<file path="src/rtl/fpga_cfg_pkg.sv">
// Shared types and helpers for the fabric configuration loader.
// The frame checksum helper is only used when CFG_CHECKSUM_EN is defined.
package fpga_cfg_pkg;

  typedef enum logic [2:0] {
    ST_IDLE   = 3'd0,
    ST_PRE    = 3'd1,
    ST_LOAD   = 3'd2,
    ST_WRITE  = 3'd3,
    ST_SETTLE = 3'd4,
    ST_ARM    = 3'd5,
    ST_DONE   = 3'd6
  } cfg_state_t;

  localparam int SUM_W       = 16;
  localparam int MAX_FRAME_W = 4096;

  // Frames are zero-extended to MAX_FRAME_W, so unused upper slices fold as zero.
  function automatic logic [SUM_W-1:0] fold_frame(input logic [MAX_FRAME_W-1:0] d);
    logic [SUM_W-1:0] acc;
    acc = '0;
    for (int i = 0; i < MAX_FRAME_W / SUM_W; i++) begin
      acc = acc ^ d[i*SUM_W +: SUM_W];
    end
    return acc;
  endfunction

endpackage

</file>
<file path="src/rtl/cfg_delay_counter.sv">
// Loadable down-counter; o_done is high for the single cycle in which the
// loaded count has run out. A load of N-1 yields done in the N-th cycle.
module cfg_delay_counter #(
  parameter int CNT_W = 4
) (
  input  logic             clock,
  input  logic             rst,
  input  logic             i_load,
  input  logic [CNT_W-1:0] i_load_val,
  output logic             o_done
);

  logic [CNT_W-1:0] r_cnt;
  logic             r_run;

  always_ff @(posedge clock or posedge rst) begin
    if (rst) begin
      r_cnt <= '0;
      r_run <= 1'b0;
    end else if (i_load) begin
      r_cnt <= i_load_val;
      r_run <= 1'b1;
    end else if (r_run) begin
      if (r_cnt == '0) begin
        r_run <= 1'b0;
      end else begin
        r_cnt <= r_cnt - 1'b1;
      end
    end
  end

  assign o_done = r_run && (r_cnt == '0);

endmodule

</file>
<file path="src/rtl/fpga_config_loader.sv">
// Streams configuration frames into the fabric, then settles, enables the
// fabric flip-flops and reports ready. Optional checksum: CFG_CHECKSUM_EN.
module fpga_config_loader
  import fpga_cfg_pkg::*;
#(
  parameter int FRAME_W       = 320,
  parameter int NUM_FRAMES    = 172,
  parameter int PRE_CYCLES    = 10,
  parameter int SETTLE_CYCLES = 10,
  parameter int ARM_CYCLES    = 1
) (
  input  logic                          clock,
  input  logic                          rst,
  input  logic                          start,
  input  logic [FRAME_W-1:0]            cfg_data,
  input  logic                          cfg_valid,
  input  logic                          cfg_last,
  output logic                          cfg_ready,
  input  logic [SUM_W-1:0]              cfg_sum_exp,
  output logic [FRAME_W-1:0]            configs_in,
  output logic [NUM_FRAMES-1:0]         configs_en,
  output logic                          ff_en,
  output logic                          rdy,
  output logic                          busy,
  output logic                          error,
  output logic [$clog2(NUM_FRAMES)-1:0] frame_idx,
  output logic [SUM_W-1:0]              cfg_sum
);

  localparam int FI_W    = $clog2(NUM_FRAMES);
  localparam int MAX_A   = (PRE_CYCLES > SETTLE_CYCLES) ? PRE_CYCLES : SETTLE_CYCLES;
  localparam int MAX_CYC = (MAX_A > ARM_CYCLES) ? MAX_A : ARM_CYCLES;
  localparam int CNT_W   = $clog2(MAX_CYC + 1);

  cfg_state_t          r_state;
  logic                r_cfg_ready;
  logic [FRAME_W-1:0]  r_configs_in;
  logic [NUM_FRAMES-1:0] r_configs_en;
  logic                r_ff_en;
  logic                r_rdy;
  logic                r_busy;
  logic                r_error;
  logic [FI_W-1:0]     r_frame_idx;
  logic [SUM_W-1:0]    r_cfg_sum;
  logic                r_final;
  logic                r_bad_len;

  logic                w_accept;
  logic                w_idx_last;
  logic [SUM_W-1:0]    w_sum_next;
  logic                w_sum_bad;
  logic                w_cnt_load;
  logic [CNT_W-1:0]    w_cnt_val;
  logic                w_cnt_done;

  assign w_accept   = (r_state == ST_LOAD) && cfg_valid && r_cfg_ready;
  assign w_idx_last = (r_frame_idx == FI_W'(NUM_FRAMES - 1));

`ifdef CFG_CHECKSUM_EN
  logic [MAX_FRAME_W-1:0] w_data_ext;
  assign w_data_ext = MAX_FRAME_W'(cfg_data);
  assign w_sum_next = r_cfg_sum ^ fold_frame(w_data_ext);
  assign w_sum_bad  = (r_cfg_sum != cfg_sum_exp);
`else
  logic w_unused_sum_exp;
  assign w_unused_sum_exp = ^cfg_sum_exp;
  assign w_sum_next = '0;
  assign w_sum_bad  = 1'b0;
`endif

  // The shared delay counter is loaded on the same edge that enters its state.
  always_comb begin
    w_cnt_load = 1'b0;
    w_cnt_val  = '0;
    case (r_state)
      ST_IDLE, ST_DONE: begin
        if (start) begin
          w_cnt_load = 1'b1;
          w_cnt_val  = CNT_W'(PRE_CYCLES - 1);
        end
      end
      ST_WRITE: begin
        if (r_final && !w_sum_bad) begin
          w_cnt_load = 1'b1;
          w_cnt_val  = CNT_W'(SETTLE_CYCLES - 1);
        end
      end
      ST_SETTLE: begin
        if (w_cnt_done) begin
          w_cnt_load = 1'b1;
          w_cnt_val  = CNT_W'(ARM_CYCLES - 1);
        end
      end
      default: ;
    endcase
  end

  cfg_delay_counter #(
    .CNT_W (CNT_W)
  ) u_delay (
    .clock      (clock),
    .rst        (rst),
    .i_load     (w_cnt_load),
    .i_load_val (w_cnt_val),
    .o_done     (w_cnt_done)
  );

  always_ff @(posedge clock or posedge rst) begin
    if (rst) begin
      r_state      <= ST_IDLE;
      r_cfg_ready  <= 1'b0;
      r_configs_in <= '0;
      r_configs_en <= '0;
      r_ff_en      <= 1'b0;
      r_rdy        <= 1'b0;
      r_busy       <= 1'b0;
      r_error      <= 1'b0;
      r_frame_idx  <= '0;
      r_cfg_sum    <= '0;
      r_final      <= 1'b0;
      r_bad_len    <= 1'b0;
    end else begin
      case (r_state)
        ST_IDLE, ST_DONE: begin
          if (start) begin
            r_state     <= ST_PRE;
            r_error     <= 1'b0;
            r_frame_idx <= '0;
            r_cfg_sum   <= '0;
            r_ff_en     <= 1'b0;
            r_rdy       <= 1'b0;
            r_busy      <= 1'b1;
          end
        end
        ST_PRE: begin
          if (w_cnt_done) begin
            r_state     <= ST_LOAD;
            r_cfg_ready <= 1'b1;
          end
        end
        ST_LOAD: begin
          if (w_accept) begin
            r_state      <= ST_WRITE;
            r_cfg_ready  <= 1'b0;
            r_configs_in <= cfg_data;
            r_configs_en <= NUM_FRAMES'(1) << r_frame_idx;
            r_cfg_sum    <= w_sum_next;
            r_final      <= cfg_last && w_idx_last;
            r_bad_len    <= (cfg_last != w_idx_last);
          end
        end
        ST_WRITE: begin
          r_configs_en <= '0;
          r_frame_idx  <= w_idx_last ? '0 : r_frame_idx + 1'b1;
          if (r_bad_len || (r_final && w_sum_bad)) begin
            r_state <= ST_IDLE;
            r_error <= 1'b1;
            r_busy  <= 1'b0;
          end else if (r_final) begin
            r_state <= ST_SETTLE;
          end else begin
            r_state     <= ST_LOAD;
            r_cfg_ready <= 1'b1;
          end
        end
        ST_SETTLE: begin
          if (w_cnt_done) begin
            r_state <= ST_ARM;
            r_ff_en <= 1'b1;
          end
        end
        ST_ARM: begin
          if (w_cnt_done) begin
            r_state <= ST_DONE;
            r_rdy   <= 1'b1;
            r_busy  <= 1'b0;
          end
        end
        default: begin
          r_state <= ST_IDLE;
          r_busy  <= 1'b0;
        end
      endcase
    end
  end

  assign cfg_ready  = r_cfg_ready;
  assign configs_in = r_configs_in;
  assign configs_en = r_configs_en;
  assign ff_en      = r_ff_en;
  assign rdy        = r_rdy;
  assign busy       = r_busy;
  assign error      = r_error;
  assign frame_idx  = r_frame_idx;
  assign cfg_sum    = r_cfg_sum;

endmodule

</file>
<file path="config.mk">
export PLATFORM = sky130hd
export DESIGN_NAME = fpga_config_loader
export DESIGN_NICKNAME = d
export VERILOG_FILES = /design/src/rtl/fpga_cfg_pkg.sv /design/src/rtl/cfg_delay_counter.sv /design/src/rtl/fpga_config_loader.sv
export SDC_FILE = /design/constraint.sdc
export NUM_CORES = 1
export LEC_CHECK = 0
export ABC_AREA = 1
export BUFFER_PORTS_ARGS = -buffer_cell sky130_fd_sc_hd__buf_4
export CAP_MARGIN = 40
export CORE_AREA = 2 2 334 336
export CTS_CLUSTER_DIAMETER = 30
export DETAILED_ROUTE_END_ITERATION = 10
export DIE_AREA = 0 0 336 338
export PLACE_DENSITY_LB_ADDON = 0.25
export SETUP_SLACK_MARGIN = 0.05
export SYNTH_ARGS = -nofsm -noshare
export SYNTH_HDL_FRONTEND = slang
export SYNTH_SLANG_ARGS = --single-unit
</file>
<file path="constraint.sdc">
create_clock -name clock -period 23.2 [get_ports clock]
set_input_delay 2.32 -clock clock [delete_from_list [all_inputs] [get_ports clock]]
set_output_delay 2.32 -clock clock [all_outputs]
set_load 0.1 [all_outputs]
</file>
==> Yosys cells after proc, flatten, opt, wreduce, memory -nomap -nowiden <==
Cells that the tools add are included.
{ "totals": {"register_bits": 531, "latch_bits": 0, "ram_bits": 0, "romBits": 0, "inputBits": 341, "out_inout_bits": 521, "word_cells": 104, "memories": 0} }
{ "op_classes": {"add_sub_neg": 2, "n_mul": 0, "div_mod_pow": 0, "n_lt_le_gt_ge": 0, "eq_ne": 17, "shifts": 1, "muxes": 43, "n_bitwise": 1, "reduce_logical": 26} }
{ "op_table": {"columns": ["op", "n"], "rows": [
  ["$pmux W172 S2", 1],
  ["$mux W172", 1],
  ["$shl A1 B8 Y172 const A", 1],
  ["$mux W16", 2],
  ["$pmux W16 S2", 1],
  ["$mux W3", 7],
  ["$mux W4", 5],
  ["$pmux W3 S6", 1],
  ["$mux W8", 2],
  ["$pmux W8 S2", 1],
  ["$mux W1", 15],
  ["$reduce_and A3 Y1", 4],
  ["$reduce_bool A2 Y1", 6],
  ["$ne A2 B2 Y1 const B", 5],
  ["$reduce_and A5 Y1", 2],
  ["$eq A3 B3 Y1 const B", 3],
  ["$add A8 B1 Y8 const B", 1],
  ["$eq A8 B8 Y1 const B", 1],
  ["$ne A2 B1 Y1 const B", 4],
  ["$pmux W4 S2", 1],
  ["$reduce_and A2 Y1", 4],
  ["$eq A3 B2 Y1 const B", 2],
  ["$pmux W1 S2", 3],
  ["$pmux W1 S3", 2],
  ["other kinds (12)", 15]
]} }

==> Longest topological paths before layout <==
Gate-level depths: netlist of the first run.
{ "logic_depth": {"word_depth": 6, "depth_mapped": 10, "mapped_depth_nobuf": 9} }

==> Hierarchy <==
A second synthesis of the first run with hierarchy kept.
{ "unflattened": {"cells_unflattened": 2324, "hier_area_um2": 20397.1} }
{ "modules_own_cells": {"columns": ["mod", "instances", "cells_each", "area_per_inst_um2", "seq_area_each_um2"], "rows": [
  ["fpga_config_loader", 1, 2272, 20068.0, 12762.2],
  ["cfg_delay_counter", 1, 52, 329.1, 125.1]
]} }

==> Worst setup path before layout of the first run <==
Ideal clock, no wire load.
{ "synth_path": {"kind": "reg-to-output", "startpoint": "register r_frame_idx[7], in the netlist frame_idx[7]", "endpoint": "output port frame_idx[7]", "t_arrival_ns": 0.993, "required_ns": 20.880, "setup_slack_ns": 19.887, "stages_incl_launch_ff": 1, "path_buffers": 0, "path_cell_list": "dfrtp_1"} }
{ "synth_rtl": {"columns": ["element", "line", "text"], "rows": [
  ["start, declared", "fpga_config_loader.sv:43", "logic [FI_W-1:0] r_frame_idx;"],
  ["start signal, assigned", "fpga_config_loader.sv:154", "r_frame_idx <= w_idx_last ? '0 : r_frame_idx + 1'b1;"],
  ["end, declared", "fpga_config_loader.sv:26", "output logic [$clog2(NUM_FRAMES)-1:0] frame_idx,"]
]} }
No word-level cell between the ends.

==> Worst setup path in the final report of the first run <==
{ "layout_path": {"startpoint": "input port cfg_valid", "endpoint": "register r_configs_in[18], in the netlist configs_in[18]"} }
{ "layout_between": {"elab_chain_cells": 3} }
{ "layout_rtl": {"columns": ["element", "line", "text"], "rows": [
  ["start, declared", "fpga_config_loader.sv:16", "input logic cfg_valid,"],
  ["$logic_and A1 B1 Y1 (2 in a row)", "fpga_config_loader.sv:56", "assign w_accept = (r_state == ST_LOAD) && cfg_valid && r_cfg_ready;"],
  ["$reduce_and A2 Y1 (no source line)", null, null],
  ["end signal, assigned", "fpga_config_loader.sv:145", "r_configs_in <= cfg_data;"],
  ["end, declared", "fpga_config_loader.sv:37", "logic [FRAME_W-1:0] r_configs_in;"]
]} }
No other way between the ends.
A chain may end at the register's enable or synchronous reset.

==> impl_metrics.tcl, run 1 <==
set metrics [dict create \
    status "finished, final reports clean" \
    synthXorXnorAreaFrac_pct 0.0422 \
    routedWlPerCell_um 17.5 \
    drtIter0Drc 1133 \
    path_max_fanout 82 \
    finalSetupViolCount 0 \
    synth_cell_types 31 \
    crit_family "buffers and inverters" \
    fin_crit_ns 4.74 \
    syn_area_per_cell_um2 9.13 \
    layout_common_cells "nand2_1 (1062), buf_4 (847), dfrtp_1 (515)" \
    dp_hpwl_um 58800 \
    final.period_utilization_pct 20.4 \
    htree_levels 4 \
    grt_pass1_wl_um 120000 \
    antenna_found_initial 1 \
    tightest_slew_ns 1.04 \
    routabilityCongestion 0.778 \
    yosys.area_share.simple_pct 26.8 \
    worst_hold_slack_ns 0.465 \
    wl_met1_um 34500 \
    hold_path_class "flop to flop" \
    highest_layer "met5" \
    relSlewSlack_pct 30.6 \
    leakage_uw 0.0177 \
    worst-endpoint-arrival_ns 5.40 \
    grt-ovfl-total 0 \
    pre_cts_ws_ns 17.64 \
    final_area_um2 33900 \
    ys_seq_elements 515 \
    max_stage_delay_ns 0.76 \
    routed_wl_um 83100 \
    fmax_mhz 211 \
    setup_ws_ns 18.46 \
    num_antenna_cells 0 \
    post_cts_buffers 0 \
    drtPass1Iterations 5 \
    area_delta_synth_final_pct 63.3 \
    layout.nets 3499 \
    rows 122 \
    dr_wl_met3_um 6700 \
    synthAdderAreaFrac_pct 0.662 \
    vdd_drop_max_mv 0.124 \
    grt_pass1_vias 18623 \
    stdcell_count 4757 \
    clock-root-buffer "clkbuf_16" \
    cts_buffer_depth 3 \
    synthMuxAreaShare_pct 0 \
    worstSetupPathType "input port to flop" \
    crit_buf_inv 5 \
    seq_area_frac_synth_pct 62.0 \
    port_buffers 829 \
    ios 862 \
    ys_warn_count 0 \
    die_y_um 338 \
    cpMaxStageDelayCell "buf_4" \
    drc 0 \
    slew_violations 0 \
    cp_common_cell "buf_4" \
    ctsHoldBuffers 0 \
    layout-drive-gt1-share_pct 36.0 \
    wl_met2_um 39700 \
    core_area_um2 110000 \
    hold_violations 0 \
    die_w_um 336 \
    cts_resized 0 \
    cts_tree "yes" \
    skew_ns 0.0307 \
    setup_tns_ns 0 \
    synth_top_family_by_area "simple AND/OR/NAND/NOR gates" \
    required_ns 23.85 \
    synth_cells 2275 \
    cts_buffers 151 \
    start_kind "input port" \
    grt_usage_pct 13.9 \
    cts_sinks 515 \
    nFillCells 11647 \
    vias 18834 \
    grt_max_degree 184 \
    end_kind "flop" \
    place_area_um2 28400 \
    synth_area_um2 20800 \
    avgViaCountPerCell 3.96 \
    path_cells "buf_4 -> nand2_1 -> nor2_4 -> buf_4 -> buf_4 -> buf_4 -> buf_16 -> nand2_1 -> nand2_1" \
    layout_commonest_cell "nand2_1" \
    place_inst 4482 \
    synth_compound_area_share_pct 5.14 \
    postRouteAntennaNets 0 \
    cts.clk_slew.worst_paths_ns 0.04 \
    clock_latency_ns 0.73 \
    power.density_nw_per_um2 192 \
    rsz0062_at_grt "false" \
    die_area_um2 114000 \
    initial_core_util_pct 18.9 \
    cap_violations 0 \
]
## path summary, 6_finish.rpt
check	startpoint	endpoint	slack, ns	cells after the start
min in group asynchronous	rst	configs_in[58]	1.61	2
setup reg to reg	r_state[2]	configs_in[18]	19.54	9
hold reg to reg	configs_in[78]	configs_in[78]	0.46	2
hold / removal	configs_in[78]	configs_in[78]	0.46	2
setup / recovery	cfg_valid	configs_in[18]	18.46	9
max in group asynchronous	rst	configs_in[42]	18.82	6
## logic make-up after synthesis
family	Yosys count
fa+ha+maj	11
buf+inv	197
flops	515
xor+xnor	1
other cells	1
simple gates	1368
compound gates	182
## sequential cells by signal, summed over array words and instances (netlist names), 3 cells and up
name,count
configs_in,320
configs_en,172
r_state,3
frame_idx,8
u_delay.r_cnt,4
## tightest hold or removal path: cells and delay by family (launching register included)
family        cells  cell delay [ns]
simple gates      2             0.10
flops             1             0.33
## where the power goes
part	internal [µW]	total (µW)	switching (µW)
Sequential	1170	1330	157
Clock	1550	2190	639
Combinational	525	2990	2460
## metal layers
| layer | GRT usage (%) | vias to the layer above |
|---|---|---|
| met5 | 0 | - |
| met3 | 5.05 | 148 |
| met1 | 17.3 | 8978 |
| li1 | - | 9012 |
| met4 | 5.29 | 2 |
| met2 | 22.0 | 694 |
## Yosys cell counts, drive strengths merged
cell,number,area [µm²]
nand2,1067,4030
dfrtp,515,12900
nand3,243,1240
o21ai,177,1040
buf,133,870
nor2,39,164
inv,37,139
clkbuf,25,93.8
ha,11,138
nand4,10,77.6
nor3,5,25.0
a21oi,4,20.0
clkinv,2,7.51
or2,2,12.5
conb,1,3.75
nand3b,1,7.51
nor4,1,6.26
o21a,1,7.51
xor2,1,8.76
## metrics by stage
step                util (%)  total power [µW]
floorplan                  -              3650
global placement        25.6              4320
detailed placement      25.8              4340
CTS                     30.8              6580
global route            30.8              6770
finish                  30.8              6510
## cell type report
type,instances,area [µm²],share of cell area [%]
Sequential cell,515,12900,38.0
Multi-Input combinational cell,1578,6840,20.2
Timing Repair Buffer,862,6670,19.6
Clock buffer,199,4300,12.7
Tap cell,1488,1860,5.49
Clock inverter,76,1210,3.56
Inverter,39,154,0.454
Note: power is estimated with default switching activity, not from simulation.
==> inputs of run 2 (changes only) <==
Settings changed: ABC_AREA 1 to 0, CORE_AREA 2 2 334 336 to 2 2 340 342, DIE_AREA 0 0 336 338 to 0 0 342 344.
Clock period 23.2 ns to 3.8 ns, I/O delays scaled along.
==> run 2 against run 1 <==
  * Synthesized area shrank 3.7%
  * Cell area is 8.5% higher
  * Clock skew fell by 0.010 ns
  * First-iteration DRC count fell by 42%
  * Worst setup slack got worse by 17 ns
  * Non-clock buffer count rose by 324
==> impl_metrics.tcl, run 2 <==
set metrics [dict create \
    routabilityCongestion 0.837 \
    largest_register_ff_count 320 \
    grt_usage_pct 14.1 \
    cts_buffers 151 \
    cts_resized 0 \
    avgViaCountPerCell 3.90 \
    synthMuxAreaShare_pct 18.1 \
    die_w_um 342 \
    reg2reg_from "r_state[0]" \
    cts_tree "yes" \
    postRouteAntennaNets 0 \
    yosysMostFrequentCell "dfrtp_1" \
    critPathLaunch "r_state[0]" \
    synthAdderAreaFrac_pct 0.688 \
    synth_top_family_by_area "multiplexers" \
    path_max_fanout 37 \
    vias 16789 \
    antenna_found_initial 10 \
    fmax_mhz 393 \
    seq_area_frac_synth_pct 64.4 \
    htree_levels 4 \
    r2r_setup_slack_ns 1.25 \
    die_y_um 344 \
    skew_ns 0.0204 \
    area_delta_synth_final_pct 84.1 \
    drc 0 \
    cp-endpoint "configs_en[55]" \
    layout_commonest_cell "buf_4" \
    drtPass1Iterations 4 \
    synthXorXnorAreaFrac_pct 0.131 \
    yosys.area_share.simple_pct 5.19 \
    worstSetupPathType "flop to flop" \
    port_buffers 829 \
    synth_cells 1412 \
    synth_area_um2 20000 \
    cts_buffer_depth 3 \
    initial_core_util_pct 17.6 \
    grt_pass1_wl_um 122000 \
    ys_seq_elements 515 \
    layout_common_cells "buf_4 (848), dfrtp_1 (515), dlygate4sd3_1 (324)" \
    worst-endpoint-arrival_ns 3.19 \
    grt_max_degree 126 \
    hold_violations 0 \
    grt-ovfl-total 0 \
    fin_crit_ns 2.55 \
    synth_compound_area_share_pct 8.22 \
    start_kind "flop" \
    r2r-end "configs_en[55]" \
    synth_area_leader_cell "dfrtp_1" \
    rows 124 \
    finalSetupViolCount 0 \
    synth-edff-count 0 \
    grt_pass1_vias 18578 \
    layout-drive-gt1-share_pct 52.7 \
    ios 862 \
    worst_hold_slack_ns 0.270 \
    rsz0062_at_grt "false" \
    setup_tns_ns 0 \
    die_area_um2 118000 \
    final.period_utilization_pct 67.0 \
    layout.nets 3015 \
    cts.clk_slew.worst_paths_ns 0.05 \
    reg2regPathDepth 5 \
    async_flop_share_pct 100 \
    clock-root-buffer "clkbuf_16" \
    tightest_slew_ns 0.912 \
    syn_area_per_cell_um2 14.2 \
    cap_violations 0 \
    utilization_pct 32.3 \
    ys_warn_count 0 \
    status "finished, final reports clean" \
    core_area_um2 114000 \
    required_ns 4.45 \
    synthTopCellsByCount "dfrtp_1 (515), mux2_2 (322), a22o_1 (114)" \
    synth_cell_types 58 \
    synth_top_area_share_pct 64.4 \
    routed_wl_um 85300 \
    slew_violations 0 \
    hold_path_class "input port to async pin" \
    stdcell_count 4305 \
    cts_sinks 515 \
    relSlewSlack_pct 39.2 \
    ys.flop_type "dfrtp_1" \
    clock_latency_ns 0.72 \
    dp_hpwl_um 62900 \
    yosys-top-cells-area "dfrtp_1 (64%), mux2_2 (18%), a22o_1 (5.0%)" \
    end_kind "flop" \
    drtIter0Drc 652 \
    routedWlPerCell_um 19.8 \
    place_inst 3698 \
]
==> run 2: cell count changes in the layout (fill, tap and decap cells not counted), moves of 29 or more <==
cell | before | now
a22o_1 | 0 | 114
dlygate4sd3_1 | 0 | 324
mux2_2 | 0 | 322
nand2_1 | 1062 | 112
nand3_1 | 241 | 12
o21ai_0 | 102 | 66
o21ai_1 | 34 | 5
o21ai_2 | 41 | 0
==> run 2: cell families (layout without fill, tap and decap cells) <==
kind of cell	Yosys count	in the layout
simple gates	222	222
flops	515	515
fa+ha+maj	11	11
xor+xnor	3	3
buf+inv	115	1476
other cells	1	21
compound gates	223	223
mux	322	322
==> run 2: repair_timing <==
action / 4_1_cts / 5_1_grt
hold endpoints to repair: 332 / 0
buffers inserted: 0 / 0
hold buffers: 324 / 0
==> run 2: metrics by stage <==
stage                     instance area [µm²]  worst slack [ns]
after floorplan                         20100             -3.57
after global placement                  27900              1.03
after detailed placement                28000              1.21
after CTS                               36800              1.20
after global routing                    36800              1.08
final                                   36800              1.25
==> run 2: worst max-delay path, stage by stage (launching register included) <==
cell and delay [ns]:
dfrtp_1 0.85, inv_2 0.27, a21o_4 0.41, buf_12 0.24, nor3_1 0.45, a22o_1 0.20
==> run 2: cell type report <==
type / instances / area, µm²
clock buffer: 198 / 4360
timing repair buffer: 1186 / 9880
fill: 11274 / 77100
clock inverter: 80 / 1180
multi-input combinational: 797 / 6560
inverter: 12 / 48.8
tap: 1512 / 1890
antenna: 5 / 12.5
sequential: 515 / 12900
==> run 2: how the worst min path moves through the flow <==
stage,from,to,cells past startpoint
finish,rst,configs_en[0],3
global route,rst,configs_en[65],3
CTS,rst,configs_en[65],3
detailed placement,rst,configs_en[65],2
global placement,rst,configs_in[65],2
floorplan,u_delay.r_cnt[3],u_delay.r_cnt[3],2
==> run 2: per-layer routing <==
metal  global-route usage, %  share of wire (%)  wire length [µm]
met1                    15.1                 36             30800
met2                    23.9                 50             42600
met3                    6.43                 10              8550
met4                    6.12                3.7              3180
met5                       0              0.083                71
Power of run 2 is not shown: default switching activity piles up to over one toggle a cycle in this logic, so the estimate is an artifact.
